### src/rtl/mem_port_arbiter_if.sv
// mem_port_arbiter_if
//   Bundles the fetch requester, load/store requester and shared memory port
//   signals that meet at the memory port arbiter.
//
//   Fetch side      : if_req, if_addr (to arbiter); if_rdata, if_valid, if_stall (from arbiter)
//   Load/store side : ls_req, ls_we, ls_addr, ls_wdata (to arbiter);
//                     ls_rdata, ls_valid, ls_stall (from arbiter)
//   Memory side     : mem_en, mem_we, mem_addr, mem_wdata (from arbiter); mem_rdata (to arbiter)
//
//   master : the arbiter's view.
//   slave  : the surrounding pipeline/memory view.
interface mem_port_arbiter_if #(
  parameter int ADDR_W = 16,
  parameter int DATA_W = 16
);
  logic              if_req;
  logic [ADDR_W-1:0] if_addr;
  logic [DATA_W-1:0] if_rdata;
  logic              if_valid;
  logic              if_stall;

  logic              ls_req;
  logic              ls_we;
  logic [ADDR_W-1:0] ls_addr;
  logic [DATA_W-1:0] ls_wdata;
  logic [DATA_W-1:0] ls_rdata;
  logic              ls_valid;
  logic              ls_stall;

  logic              mem_en;
  logic              mem_we;
  logic [ADDR_W-1:0] mem_addr;
  logic [DATA_W-1:0] mem_wdata;
  logic [DATA_W-1:0] mem_rdata;

  modport master (
    input  if_req, if_addr,
    output if_rdata, if_valid, if_stall,
    input  ls_req, ls_we, ls_addr, ls_wdata,
    output ls_rdata, ls_valid, ls_stall,
    output mem_en, mem_we, mem_addr, mem_wdata,
    input  mem_rdata
  );

  modport slave (
    output if_req, if_addr,
    input  if_rdata, if_valid, if_stall,
    output ls_req, ls_we, ls_addr, ls_wdata,
    input  ls_rdata, ls_valid, ls_stall,
    input  mem_en, mem_we, mem_addr, mem_wdata,
    output mem_rdata
  );
endinterface

### src/rtl/mem_port_arbiter.sv
// mem_port_arbiter
//   Shares one single-port, fixed-latency memory between the instruction
//   fetch requester and the load/store requester. One transaction in flight
//   at a time; load/store wins contention unless fetch has been passed over
//   STARVE_MAX times in a row.
//
//   Parameters : ADDR_W, DATA_W, MEM_LAT (1..7 cycles from mem_en to data),
//                STARVE_MAX (1..15 contended load/store grants before fetch wins)
//   Ports      : clk   - rising-edge clock
//                reset - asynchronous, active-low reset
//                bus   - mem_port_arbiter_if.master (requesters + memory port)
module mem_port_arbiter #(
  parameter int ADDR_W     = 16,
  parameter int DATA_W     = 16,
  parameter int MEM_LAT    = 2,
  parameter int STARVE_MAX = 3
) (
  input  logic               clk,
  input  logic               reset,
  mem_port_arbiter_if.master bus
);

  typedef enum logic [1:0] {
    IDLE  = 2'd0,
    ISSUE = 2'd1,
    WAIT  = 2'd2,
    DONE  = 2'd3
  } state_t;

  localparam logic       OWN_IF     = 1'b0;
  localparam logic       OWN_LS     = 1'b1;
  localparam logic [2:0] LAT_LOAD   = 3'(MEM_LAT - 1);
  localparam logic [3:0] STARVE_LIM = 4'(STARVE_MAX);

  state_t            state_reg,      state_next;
  logic              own_reg,        own_next;
  logic              we_reg,         we_next;
  logic [ADDR_W-1:0] addr_reg,       addr_next;
  logic [DATA_W-1:0] wdata_reg,      wdata_next;
  logic [2:0]        lat_cnt_reg,    lat_cnt_next;
  logic [3:0]        starve_cnt_reg, starve_cnt_next;
  logic [DATA_W-1:0] if_rdata_reg,   if_rdata_next;
  logic [DATA_W-1:0] ls_rdata_reg,   ls_rdata_next;

  // Fetch is forced through only when both ask and it has been passed over
  // the maximum number of times.
  logic force_if;
  assign force_if = bus.if_req && (starve_cnt_reg == STARVE_LIM);

  always_comb begin
    state_next      = state_reg;
    own_next        = own_reg;
    we_next         = we_reg;
    addr_next       = addr_reg;
    wdata_next      = wdata_reg;
    lat_cnt_next    = lat_cnt_reg;
    starve_cnt_next = starve_cnt_reg;
    if_rdata_next   = if_rdata_reg;
    ls_rdata_next   = ls_rdata_reg;

    case (state_reg)
      IDLE: begin
        if (bus.ls_req && !force_if) begin
          own_next   = OWN_LS;
          we_next    = bus.ls_we;
          addr_next  = bus.ls_addr;
          wdata_next = bus.ls_wdata;
          state_next = ISSUE;
          if (bus.if_req && (starve_cnt_reg < STARVE_LIM)) begin
            starve_cnt_next = starve_cnt_reg + 4'd1;
          end
        end else if (bus.if_req) begin
          // Fetch never writes; write data keeps its last latched value.
          own_next        = OWN_IF;
          we_next         = 1'b0;
          addr_next       = bus.if_addr;
          state_next      = ISSUE;
          starve_cnt_next = 4'd0;
        end
      end

      ISSUE: begin
        if (we_reg) begin
          state_next = DONE;
        end else begin
          // Every read passes through WAIT so that read data is always
          // sampled MEM_LAT cycles after the mem_en cycle, MEM_LAT=1 included.
          lat_cnt_next = LAT_LOAD;
          state_next   = WAIT;
        end
      end

      WAIT: begin
        if (lat_cnt_reg == 3'd0) begin
          if (own_reg == OWN_IF) begin
            if_rdata_next = bus.mem_rdata;
          end else begin
            ls_rdata_next = bus.mem_rdata;
          end
          state_next = DONE;
        end else begin
          lat_cnt_next = lat_cnt_reg - 3'd1;
        end
      end

      DONE: begin
        // Requests are deliberately not sampled here.
        state_next = IDLE;
      end

      default: state_next = IDLE;
    endcase
  end

  always_ff @(posedge clk or negedge reset) begin
    if (!reset) begin
      state_reg      <= IDLE;
      own_reg        <= OWN_IF;
      we_reg         <= 1'b0;
      addr_reg       <= '0;
      wdata_reg      <= '0;
      lat_cnt_reg    <= 3'd0;
      starve_cnt_reg <= 4'd0;
      if_rdata_reg   <= '0;
      ls_rdata_reg   <= '0;
    end else begin
      state_reg      <= state_next;
      own_reg        <= own_next;
      we_reg         <= we_next;
      addr_reg       <= addr_next;
      wdata_reg      <= wdata_next;
      lat_cnt_reg    <= lat_cnt_next;
      starve_cnt_reg <= starve_cnt_next;
      if_rdata_reg   <= if_rdata_next;
      ls_rdata_reg   <= ls_rdata_next;
    end
  end

  assign bus.mem_en    = (state_reg == ISSUE);
  assign bus.mem_we    = (state_reg == ISSUE) && we_reg;
  assign bus.mem_addr  = addr_reg;
  assign bus.mem_wdata = wdata_reg;

  assign bus.if_valid  = (state_reg == DONE) && (own_reg == OWN_IF);
  assign bus.ls_valid  = (state_reg == DONE) && (own_reg == OWN_LS);
  assign bus.if_rdata  = if_rdata_reg;
  assign bus.ls_rdata  = ls_rdata_reg;

  assign bus.if_stall  = bus.if_req && !bus.if_valid;
  assign bus.ls_stall  = bus.ls_req && !bus.ls_valid;

endmodule

### src/flat_wrapper.sv
// flat-port wrapper written by rule: the top's interface ports become plain ports
module mem_port_arbiter_flat 
#(
  parameter int ADDR_W     = 16,
  parameter int DATA_W     = 16,
  parameter int MEM_LAT    = 2,
  parameter int STARVE_MAX = 3
)
  (clk, reset, bus_if_req, bus_if_addr, bus_if_rdata, bus_if_valid, bus_if_stall, bus_ls_req, bus_ls_we, bus_ls_addr, bus_ls_wdata, bus_ls_rdata, bus_ls_valid, bus_ls_stall, bus_mem_en, bus_mem_we, bus_mem_addr, bus_mem_wdata, bus_mem_rdata);
  mem_port_arbiter_if #(.ADDR_W(ADDR_W), .DATA_W(DATA_W)) bus_i ();
  input  logic clk;
  input  logic reset;
  input wire logic [$bits(bus_i.if_req)-1:0] bus_if_req;
  input wire logic [$bits(bus_i.if_addr)-1:0] bus_if_addr;
  output wire logic [$bits(bus_i.if_rdata)-1:0] bus_if_rdata;
  output wire logic [$bits(bus_i.if_valid)-1:0] bus_if_valid;
  output wire logic [$bits(bus_i.if_stall)-1:0] bus_if_stall;
  input wire logic [$bits(bus_i.ls_req)-1:0] bus_ls_req;
  input wire logic [$bits(bus_i.ls_we)-1:0] bus_ls_we;
  input wire logic [$bits(bus_i.ls_addr)-1:0] bus_ls_addr;
  input wire logic [$bits(bus_i.ls_wdata)-1:0] bus_ls_wdata;
  output wire logic [$bits(bus_i.ls_rdata)-1:0] bus_ls_rdata;
  output wire logic [$bits(bus_i.ls_valid)-1:0] bus_ls_valid;
  output wire logic [$bits(bus_i.ls_stall)-1:0] bus_ls_stall;
  output wire logic [$bits(bus_i.mem_en)-1:0] bus_mem_en;
  output wire logic [$bits(bus_i.mem_we)-1:0] bus_mem_we;
  output wire logic [$bits(bus_i.mem_addr)-1:0] bus_mem_addr;
  output wire logic [$bits(bus_i.mem_wdata)-1:0] bus_mem_wdata;
  input wire logic [$bits(bus_i.mem_rdata)-1:0] bus_mem_rdata;
  assign bus_i.if_req = bus_if_req;
  assign bus_i.if_addr = bus_if_addr;
  assign bus_if_rdata = bus_i.if_rdata;
  assign bus_if_valid = bus_i.if_valid;
  assign bus_if_stall = bus_i.if_stall;
  assign bus_i.ls_req = bus_ls_req;
  assign bus_i.ls_we = bus_ls_we;
  assign bus_i.ls_addr = bus_ls_addr;
  assign bus_i.ls_wdata = bus_ls_wdata;
  assign bus_ls_rdata = bus_i.ls_rdata;
  assign bus_ls_valid = bus_i.ls_valid;
  assign bus_ls_stall = bus_i.ls_stall;
  assign bus_mem_en = bus_i.mem_en;
  assign bus_mem_we = bus_i.mem_we;
  assign bus_mem_addr = bus_i.mem_addr;
  assign bus_mem_wdata = bus_i.mem_wdata;
  assign bus_i.mem_rdata = bus_mem_rdata;
  mem_port_arbiter #(.ADDR_W(ADDR_W), .DATA_W(DATA_W), .MEM_LAT(MEM_LAT), .STARVE_MAX(STARVE_MAX)) u_core (.clk(clk), .reset(reset), .bus(bus_i));
endmodule
### config.mk
export PLATFORM = sky130hd
export DESIGN_NAME = mem_port_arbiter_flat
export DESIGN_NICKNAME = d
export VERILOG_FILES = /design/src/rtl/mem_port_arbiter_if.sv /design/src/rtl/mem_port_arbiter.sv /design/src/flat_wrapper.sv
export SDC_FILE = /design/constraint.sdc
export NUM_CORES = 1
export LEC_CHECK = 0
export ABC_AREA = 1
export CAP_MARGIN = 20
export CORE_ASPECT_RATIO = 1.4
export CORE_UTILIZATION = 55
export DETAILED_ROUTE_END_ITERATION = 12
export DONT_BUFFER_PORTS = 1
export HOLD_SLACK_MARGIN = 0.08
export PLACE_DENSITY_LB_ADDON = 0.05
export SETUP_SLACK_MARGIN = 0.02
export SLEW_MARGIN = 20
export SYNTH_ARGS = -nofsm -noshare
export SYNTH_HDL_FRONTEND = slang
export SYNTH_SLANG_ARGS = --single-unit
### constraint.sdc
create_clock -name clk -period 1.4 [get_ports clk]
set_input_delay 0.28 -clock clk [delete_from_list [all_inputs] [get_ports clk]]
set_output_delay 0.28 -clock clk [all_outputs]
set_load 0.005 [all_outputs]
* After elaboration in Yosys (flattened, before gate mapping) *
Index checks and enable logic that the tools add are counted.

word-level totals
  bits of input ports = 69
  register bits = 75

operators by class
  reduce and logical (&&, ||, !) cells = 22
  add/subtract/negate cells = 2
  bitwise gates (word level) = 1
  $lt $le $gt $ge = 1
  equal/unequal tests = 9
  mux-type cells = 16

operator list
  operator                                                     number
  two-way mux 16 bit                                           2
  two-way mux 4 bit                                            3
  AND reduction 3 bit                                          4
  logical AND 1 bit                                            8
  case mux 2 bit (4 select lines)                              1
  two-way mux 2 bit                                            3
  two-way mux 3 bit                                            2
  inequality test 2 bit (second input constant)                3
  case mux 3 bit (2 select lines)                              1
  AND reduction 2 bit                                          3
  adder 4 x 1 -> 4 bit (second input constant)                 1
  equality test 2 bit (second input constant)                  2
  equality test 4 x 2 -> 1 bit (second input constant)         1
  less-than comparator 4 x 2 -> 1 bit (second input constant)  1
  two-way mux 1 bit                                            4
  nonzero test 2 bit                                           2
  logical NOT 1 bit                                            3
  logical NOT 3 bit                                            1
  inequality test 3 x 2 -> 1 bit (second input constant)       1
  subtractor 3 x 1 -> 3 bit (second input constant)            1
  equality test 2 x 1 -> 1 bit (second input constant)         1
  logical NOT 2 bit                                            1
  inequality test 2 x 1 -> 1 bit (second input constant)       1
  NOT 1 bit                                                    1

* Depth between registers and ports, before layout *
Gate-level depths: netlist of run 1.

  depth in word-level cells = 6
  mapped depth = 9
  depth with buffers taken out = 8

* Worst setup path after synthesis of run 1 *
OpenSTA, ideal clock, no wires.

  kind = register to register
  start point = reg u_core.lat_cnt_reg[0]
  end point = reg u_core.ls_rdata_reg[5] (netlist: u_core.bus.ls_rdata[5])
  arrival time = 1.397 ns
  path slack = -0.079 ns
  data required time = 1.317 ns
  cell stages (with the launch flop) = 10
  library setup time = 0.083 ns
  cell sequence = dfrtp_1 inv_1 ha_1 ha_1 nand2_1 inv_1 nand2_1 clkbuf_1 nand2_1 o21ai_0

between the ends
  cells in the longest elaborated chain, start to end = 2

RTL lines
  what                           line                     source
  start: declaration             mem_port_arbiter.sv:40   logic [2:0] lat_cnt_reg, lat_cnt_next;
  start signal: assignment       mem_port_arbiter.sv:132  lat_cnt_reg <= lat_cnt_next;
  logical NOT 3 bit              mem_port_arbiter.sv:94   if (lat_cnt_reg == 3'd0) begin
  AND reduction 3 bit (no line)  --
  end signal: assignment         mem_port_arbiter.sv:135  ls_rdata_reg <= ls_rdata_next;
  end: declaration               mem_port_arbiter.sv:43   logic [DATA_W-1:0] ls_rdata_reg, ls_rdata_next;

No other way between the ends.
A chain may end at the register's enable or synchronous reset.

* Worst setup path after layout of run 1 *
  start point = reg u_core.state_reg[1]
  end point = out bus_if_stall

between the ends
  cells in the longest elaborated chain, start to end = 4

RTL lines
  what                      line                     source
  start: declaration        mem_port_arbiter.sv:35   state_t state_reg, state_next;
  start signal: assignment  mem_port_arbiter.sv:127  state_reg <= state_next;
  equality test 2 bit       mem_port_arbiter.sv:144  assign bus.if_valid = (state_reg == DONE) && (own_reg == OWN_IF);
  logical AND 1 bit         mem_port_arbiter.sv:144
  net bus_if_valid          flat_wrapper.sv:16       output wire logic [$bits(bus_i.if_valid)-1:0] bus_if_valid;
  logical NOT 1 bit         mem_port_arbiter.sv:149  assign bus.if_stall = bus.if_req && !bus.if_valid;
  logical AND 1 bit         mem_port_arbiter.sv:149
  end: declaration          flat_wrapper.sv:17       output wire logic [$bits(bus_i.if_stall)-1:0] bus_if_stall;

The timed path passes the listed nets, and every way through them passes these cells.

==> results.md, run 1 <==
* Status: complete, but fails checks
* Failing checks: negative hold slack, negative setup slack
* Initial antenna violation count at 0
* Cell variety after synth at 16
* Layout cells sized above 1 at 0.2873
* Post-route worst setup slack at -0.1565 ns
* Pwr dens at 2160 nW/um2
* Root Buffer: clkbuf_8
* First-pass iteration count of the detailed router at 4
* Most frequent cells after synthesis: 132 x nand2_1, 75 x dfrtp_1, 68 x inv_1, 52 x nand3_1, 40 x o21ai_0
* Core area at 5904 um2
* Asr flop ratio synth at 1.000
* Io pins at 139
* Total die area at 6488 um2
* Remaining DRCs at 0
* FMAX at 642.5 MHz
* Post-Synthesis Cells at 407
* Final core utilization at 0.7544
* Vias per inst at 5.402
* Placed instance area at 3537 um2
* Layout Cells excl Fill at 512
* Overflow after GRT at 0
* Worst rel slew slack at 0.7584
* Most frequent cell after synthesis: nand2_1
* Post-synth EDFFs at 0
* Clock-pin slew on the worst setup and hold paths at 0.08 ns
* Slowest stage delay, CP at 0.42 ns
* Setup crit end kind: primary output
* Maximum Capacitance Violations at 0
* Measured slew at the worst slew-check pin at 0.3623 ns
* Filler Cells Inserted at 408
* Slew Limit Fails at 0
* Share of the synthesized area in the top cell type at 0.5535
* Placement row count at 33
* Final instance area at 4454 um2
* CP startpoint kind: flip-flop
* Min cycle time layout at 1.556 ns
* Vias at 2,766
* FF-to-FF path depth at 9
* Worst-path cell chain: buf_6 > ha_4 > inv_2 > nor2_4 > nor2_2
* Max FO, Critical Path at 3
* Starting Density at 0.5743
* Final nets at 514
* Post-Place Cells at 474
* Post-synthesis register bit count at 75
* Critical Path AT at 1.28 ns
* HPWL after detailed placement at 5.048 mm
* Post-Syn Nets at 484
* Routability cong. at 0.7844
* Clock latency on the worst-skew pair at 0.34 ns
* First-pass GRT wire length at 12.27 mm
* Pleak at 2.340 nW
* Largest cells by area after synthesis: dfrtp_1 55%, nand2_1 15%, nand3_1 7.7%
* 1st-iter DRT viols at 107
* Tcrit/Tclk final at 1.112
* Mapped Avg Cell Area at 8.331 um2
* Yosys top cell by area: dfrtp_1
* Top FF cell, synth: dfrtp_1
* # clock sinks at 75
* Sequential fraction of the synthesis area at 0.5535
* Max rail drop VDD at 1.063 mV
* Class of the worst hold path: primary input to asynchronous set/reset pin
* Critical path class: flip-flop to primary output
* Total Routing Usage GR at 0.2590
* CP max-delay cell: dfrtp_1
* Die H at 94.91 um
* Clock skew at 0.009346 ns
* Yosys warning total at 0
* Multi-input gate area at 1546 um2
* Final Hold Vio Count at 75
* Post-DRT Antenna Nets at 0
* Clk buf depth at 2
* Vias in the first global route at 2,565
* Inserted Clock Buffers at 9
* Worst hold slack at -0.3748 ns
* CTS H-tree lvls at 3
* Cell area after synthesis at 3391 um2
* Largest net degree at the start of global routing at 76
* Die width at 68.36 um
* Reg area at 1877 um2
* RSZ-0062 raised after global routing: yes
* Worst Path Required at 1.12 ns
* Post-Route WL at 8.855 mm
* PortBufs at 0
* TritonCTS clock tree: built
* WL per Instance at 17.29 um
* # setup viols final at 34
* Synthesis-to-layout area growth at 31.37%
* Diode count at 0
==> timing repair <==
action	4_1_cts	5_1_grt
endpoints found under the setup margin	75	81
hold buffers	6	2
cloned	6	2
resized for setup	78	79
hold endpoints to repair	81	77
pin swaps	3	11
setup buffers	5	4
==> critical path, delay by kind of cell (launching register included) <==
kind                     cells  cell delay [ns]
buffers and inverters        2             0.20
adder cells (fa/ha/maj)      1             0.16
flip-flops                   1             0.42
AND/OR/NAND/NOR              2             0.17
==> power by group <==
| group | total (mW) | internal, mW | switching [mW] |
|---|---|---|---|
| clock | 1.51 | 0.699 | 0.810 |
| combinational | 3.84 | 1.81 | 2.04 |
| sequential | 4.27 | 3.21 | 1.06 |
| total | 9.62 | 5.71 | 3.91 |
==> metrics by stage <==
step	setup WS (ns)	power, mW	TNS [ns]
6_report	-0.1565	9.620	-1.662
5_1_grt	-0.2088	10.27	-4.124
4_1_cts	-0.1346	8.753	-2.645
3_5_place_dp	-0.04454	6.566	-0.4540
3_3_place_gp	0.02644	6.422	0
2_1_floorplan	0.01487	5.790	0
==> per-layer routing <==
| metal | routed length [um] | vias up | GRT usage |
|---|---|---|---|
| li1 | - | 1319 | - |
| met1 | 3249 | 1335 | 0.2854 |
| met5 | 0 | - | 0 |
| met3 | 545 | 11 | 0.06522 |
| met2 | 4897 | 101 | 0.4518 |
| met4 | 163 | 0 | 0.1198 |
==> cell usage in the layout (no fill, tap or decap), drive strengths merged <==
master	n
nand2	136
dfrtp	75
inv	71
nand3	52
o21ai	41
buf	25
clkbuf	13
dlygate4sd3	8
nor2	8
ha	8
clkinvlp	2
clkinv	2
o22ai	1
==> cell families after synthesis <==
| kind of cell | Yosys count | share of synthesized area |
|---|---|---|
| AO/OA/AOI/OAI | 42 | 0.06568 |
| adder cells (fa/ha/maj) | 8 | 0.02952 |
| buffers and inverters | 86 | 0.1077 |
| flip-flops | 75 | 0.5535 |
| AND/OR/NAND/NOR | 196 | 0.2435 |
==> area by class of cell <==
cell class,instances,area share
sequential,75,0.4213
clock inverter,5,0.008427
multi-input combinational,246,0.3472
inverter,70,0.06124
clock buffer,11,0.03174
tap,70,0.01966
timing repair buffer,35,0.1104
==> path summary, 6_finish.rpt <==
kind                                                 startpoint                                    to  slack, ns
max in group asynchronous                                 reset   u_core.bus.mem_addr[12]$_DFFE_PN0P_       1.66
max reg2reg                   u_core.lat_cnt_reg[0]$_DFFE_PN0P_    u_core.bus.ls_rdata[0]$_DFFE_PN0P_      -0.11
max                             u_core.state_reg[1]$_DFFE_PN0P_                          bus_if_stall      -0.16
min                                                       reset    u_core.bus.ls_rdata[7]$_DFFE_PN0P_      -0.37
min in group clk                                bus_ls_wdata[6]   u_core.bus.mem_wdata[6]$_DFFE_PN0P_       0.08
min reg2reg                u_core.starve_cnt_reg[1]$_DFFE_PN0P_  u_core.starve_cnt_reg[1]$_DFFE_PN0P_       0.50
Power figures use the tool's default switching activity.
==> run 2, diff against run 1 <==
--- a/config.mk
+++ b/config.mk
@@ -14,7 +14,7 @@
 export HOLD_SLACK_MARGIN = 0.08
 export PLACE_DENSITY_LB_ADDON = 0.05
 export SETUP_SLACK_MARGIN = 0.02
-export SLEW_MARGIN = 20
+export SLEW_MARGIN = 30
 export SYNTH_ARGS = -nofsm -noshare
 export SYNTH_HDL_FRONTEND = slang
 export SYNTH_SLANG_ARGS = --single-unit
==> constraint.sdc (replaced) <==
create_clock -name clk -period 1.7 [get_ports clk]
set_input_delay 0.34 -clock clk [delete_from_list [all_inputs] [get_ports clk]]
set_output_delay 0.34 -clock clk [all_outputs]
set_load 0.005 [all_outputs]
==> results.md, run 2 (synthesis gave the netlist of run 1 again) <==
* Starting Density at 0.5743 (unchanged)
* Routability cong. at 0.7106 (was 0.7844)
* WL per Instance at 14.53 um (was 17.29 um)
* Slew Limit Fails at 0 (unchanged)
* FMAX at 629.1 MHz
* Setup crit end kind: primary output (unchanged)
* Io pins at 139 (unchanged)
* Max FO, Critical Path at 5 (was 3)
* Critical Path AT at 1.25 ns (was 1.28 ns)
* Die H at 94.91 um (unchanged)
* Post-DRT Antenna Nets at 0 (unchanged)
* Maximum Capacitance Violations at 0 (unchanged)
* Vias per inst at 5.223 (was 5.402)
* First-pass iteration count of the detailed router at 4 (unchanged)
* Critical path class: flip-flop to primary output (unchanged)
* Most common cell after layout, fill and taps aside: nand2_1 (unchanged)
* Overflow after GRT at 0 (unchanged)
* Layout cells sized above 1 at 0.08193 (was 0.2873)
* Clock skew at 0.01061 ns (was 0.009346 ns)
* Worst Path Required at 1.36 ns (was 1.12 ns)
* Slowest stage delay, CP at 0.42 ns (about the same)
* Total Routing Usage GR at 0.2256 (was 0.2590)
* Multi-input gate area at 1159 um2 (was 1546 um2)
* Post-Route WL at 7.045 mm (was 8.855 mm)
* Filler Cells Inserted at 537 (was 408)
* FF-to-FF End: u_core.bus.ls_rdata[9]$_DFFE_PN0P_ (was u_core.bus.ls_rdata[0]$_DFFE_PN0P_)
* Core area at 5904 um2 (unchanged)
* Pleak at 2.088 nW (was 2.340 nW)
* FF-to-FF path depth at 8 (was 9)
* Tcrit/Tclk final at 0.9350
* Pwr dens at 1819 nW/um2 (was 2160 nW/um2)
* PortBufs at 0 (unchanged)
* Overall power at 6.729 mW (was 9.620 mW)
* First-pass GRT wire length at 10.53 mm (was 12.27 mm)
* Diode count at 0 (unchanged)
* R2R Setup Slk at 0.22 ns (was -0.11 ns)
* Final nets at 487 (was 514)
* Remaining DRCs at 0 (unchanged)
* Initial antenna violation count at 0 (unchanged)
* Largest net degree at the start of global routing at 76 (unchanged)
* Vias in the first global route at 2,278 (was 2,565)
* Clk buf depth at 2 (unchanged)
* CP top delay family: flip-flops (unchanged)
* RSZ-0062 raised after global routing: no (was yes)
* Most used cell, CP: inv_1
* Synthesis-to-layout area growth at 9.078% (was 31.37%)
* CTS H-tree lvls at 3 (unchanged)
* Clock-pin slew on the worst setup and hold paths at 0.08 ns (about the same)
* # setup viols final at 0 (was 34)
* Min cycle time layout at 1.589 ns
* Status: complete, but fails checks (unchanged)
* HPWL after detailed placement at 4.880 mm (was 5.048 mm)
* Die width at 68.36 um (unchanged)
* # clock sinks at 75 (unchanged)
* Failing checks: negative hold slack (was negative hold slack, negative setup slack)
* Vias at 2,533 (was 2,766)
* TritonCTS clock tree: built (unchanged)
* Class of the worst hold path: primary input to asynchronous set/reset pin (unchanged)
* Clock latency on the worst-skew pair at 0.34 ns (about the same)
* CP max-delay cell: dfrtp_1 (unchanged)
* Worst hold slack at -0.3155 ns (was -0.3748 ns)
* Total die area at 6488 um2 (unchanged)
* Buffers & Inverters on Critical Path at 2 (unchanged)
* R2r startpoint: u_core.lat_cnt_reg[0]$_DFFE_PN0P_ (unchanged)
* Measured slew at the worst slew-check pin at 0.3176 ns (was 0.3623 ns)
* Final Hold Vio Count at 75 (unchanged)
* TNS Setup at 0 ns (was -1.662 ns)
* Inserted Clock Buffers at 9 (unchanged)
* Most frequent cells in the layout: 131 x nand2_1, 75 x dfrtp_1, 68 x inv_1 (was 94 x nand2_1, 75 x dfrtp_1, 63 x inv_1)
* Reg area at 1877 um2 (unchanged)
* Root Buffer: clkbuf_8 (unchanged)
* 1st-iter DRT viols at 81 (was 107)
* Max rail drop VDD at 0.9006 mV (was 1.063 mV)
* Worst rel slew slack at 0.7880 (was 0.7584)
* Placement row count at 33 (unchanged)
* Worst-path cell chain: inv_1 > ha_2 > nand2_2 > inv_1 (was buf_6 > ha_4 > inv_2 > nor2_4 > nor2_2)
* CP startpoint kind: flip-flop (unchanged)
-- run 2: changes by cell type in the layout (fill, tap and decap cells not counted), sizes merged --
cell         change
buf             -17
dlygate4sd3      -8
bufinv           +2
clkbuf           -1
clkinv           -1
clkinvlp         -1
inv              -1
-- run 2: stage by stage --
step	instances	util	area (um2)	setup slack (ns)
after floorplan	407	-	3391	0.2207
after detailed placement	468	0.5849	3453	0.1747
final	485	0.6264	3699	0.1105
after global placement	468	0.5849	3453	0.2439
after CTS	484	0.6234	3681	0.03052
after global routing	485	0.6264	3699	0.04065
-- run 2: how the worst max path moves through the flow --
stage,cells after the start,to,startpoint
6_report,4,bus_mem_we,u_core.state_reg[1]$_DFFE_PN0P_
5_1_grt,4,bus_mem_we,u_core.state_reg[1]$_DFFE_PN0P_
4_1_cts,4,bus_mem_we,u_core.state_reg[1]$_DFFE_PN0P_
3_5_place_dp,5,u_core.state_reg[0]$_DFFE_PN0P_,u_core.state_reg[0]$_DFFE_PN0P_
3_3_place_gp,7,u_core.bus.mem_wdata[15]$_DFFE_PN0P_,u_core.starve_cnt_reg[0]$_DFFE_PN0P_
2_1_floorplan,9,u_core.bus.ls_rdata[5]$_DFFE_PN0P_,u_core.lat_cnt_reg[0]$_DFFE_PN0P_
-- run 2: cell type report --
type,instances,share of cell area
clock buffer,12,0.04195
inverter,70,0.07104
timing repair buffer,8,0.02300
multi-input combinational,246,0.3133
sequential,75,0.5074
tap,70,0.02368
clock inverter,4,0.01962
-- run 2: worst register-to-register path, stage by stage, from the launching register on --
cell and delay (ns):
dfrtp_1 0.36, inv_1 0.05, ha_1 0.20, ha_1 0.23, nand2_1 0.10, inv_1 0.05
nand2_1 0.10, buf_12 0.18, o21ai_0 0.10
-- run 2: layer usage --
layer	share of wire	wire, um	track usage
met5	0	0	0
met2	0.50	3499	0.3595
met1	0.40	2836	0.2605
met3	0.088	618	0.08937
met4	0.013	91	0.1042
-- run 2: power breakdown --
| group | switching [mW] | internal [mW] | leakage, nW |
|---|---|---|---|
| combinational | 1.12 | 0.727 | 1.06 |
| sequential | 0.696 | 2.65 | 0.920 |
| clock | 0.632 | 0.905 | 0.113 |
| total | 2.45 | 4.28 | 2.09 |
-- run 2: what timing repair did --
item                       CTS  global route
hold endpoints to repair    75            75
setup endpoints to repair    0            13
buffers inserted             0             1
gates resized for setup      0             4
==> run 3, diff against run 2 <==
--- a/config.mk
+++ b/config.mk
@@ -11,6 +11,7 @@
 export CORE_UTILIZATION = 55
 export DETAILED_ROUTE_END_ITERATION = 12
 export DONT_BUFFER_PORTS = 1
+export GPL_ROUTABILITY_DRIVEN = 0
 export HOLD_SLACK_MARGIN = 0.08
 export PLACE_DENSITY_LB_ADDON = 0.05
 export SETUP_SLACK_MARGIN = 0.02
==> results of run 3 <==
Final layout, timing and power as in run 2 (identical DEF).
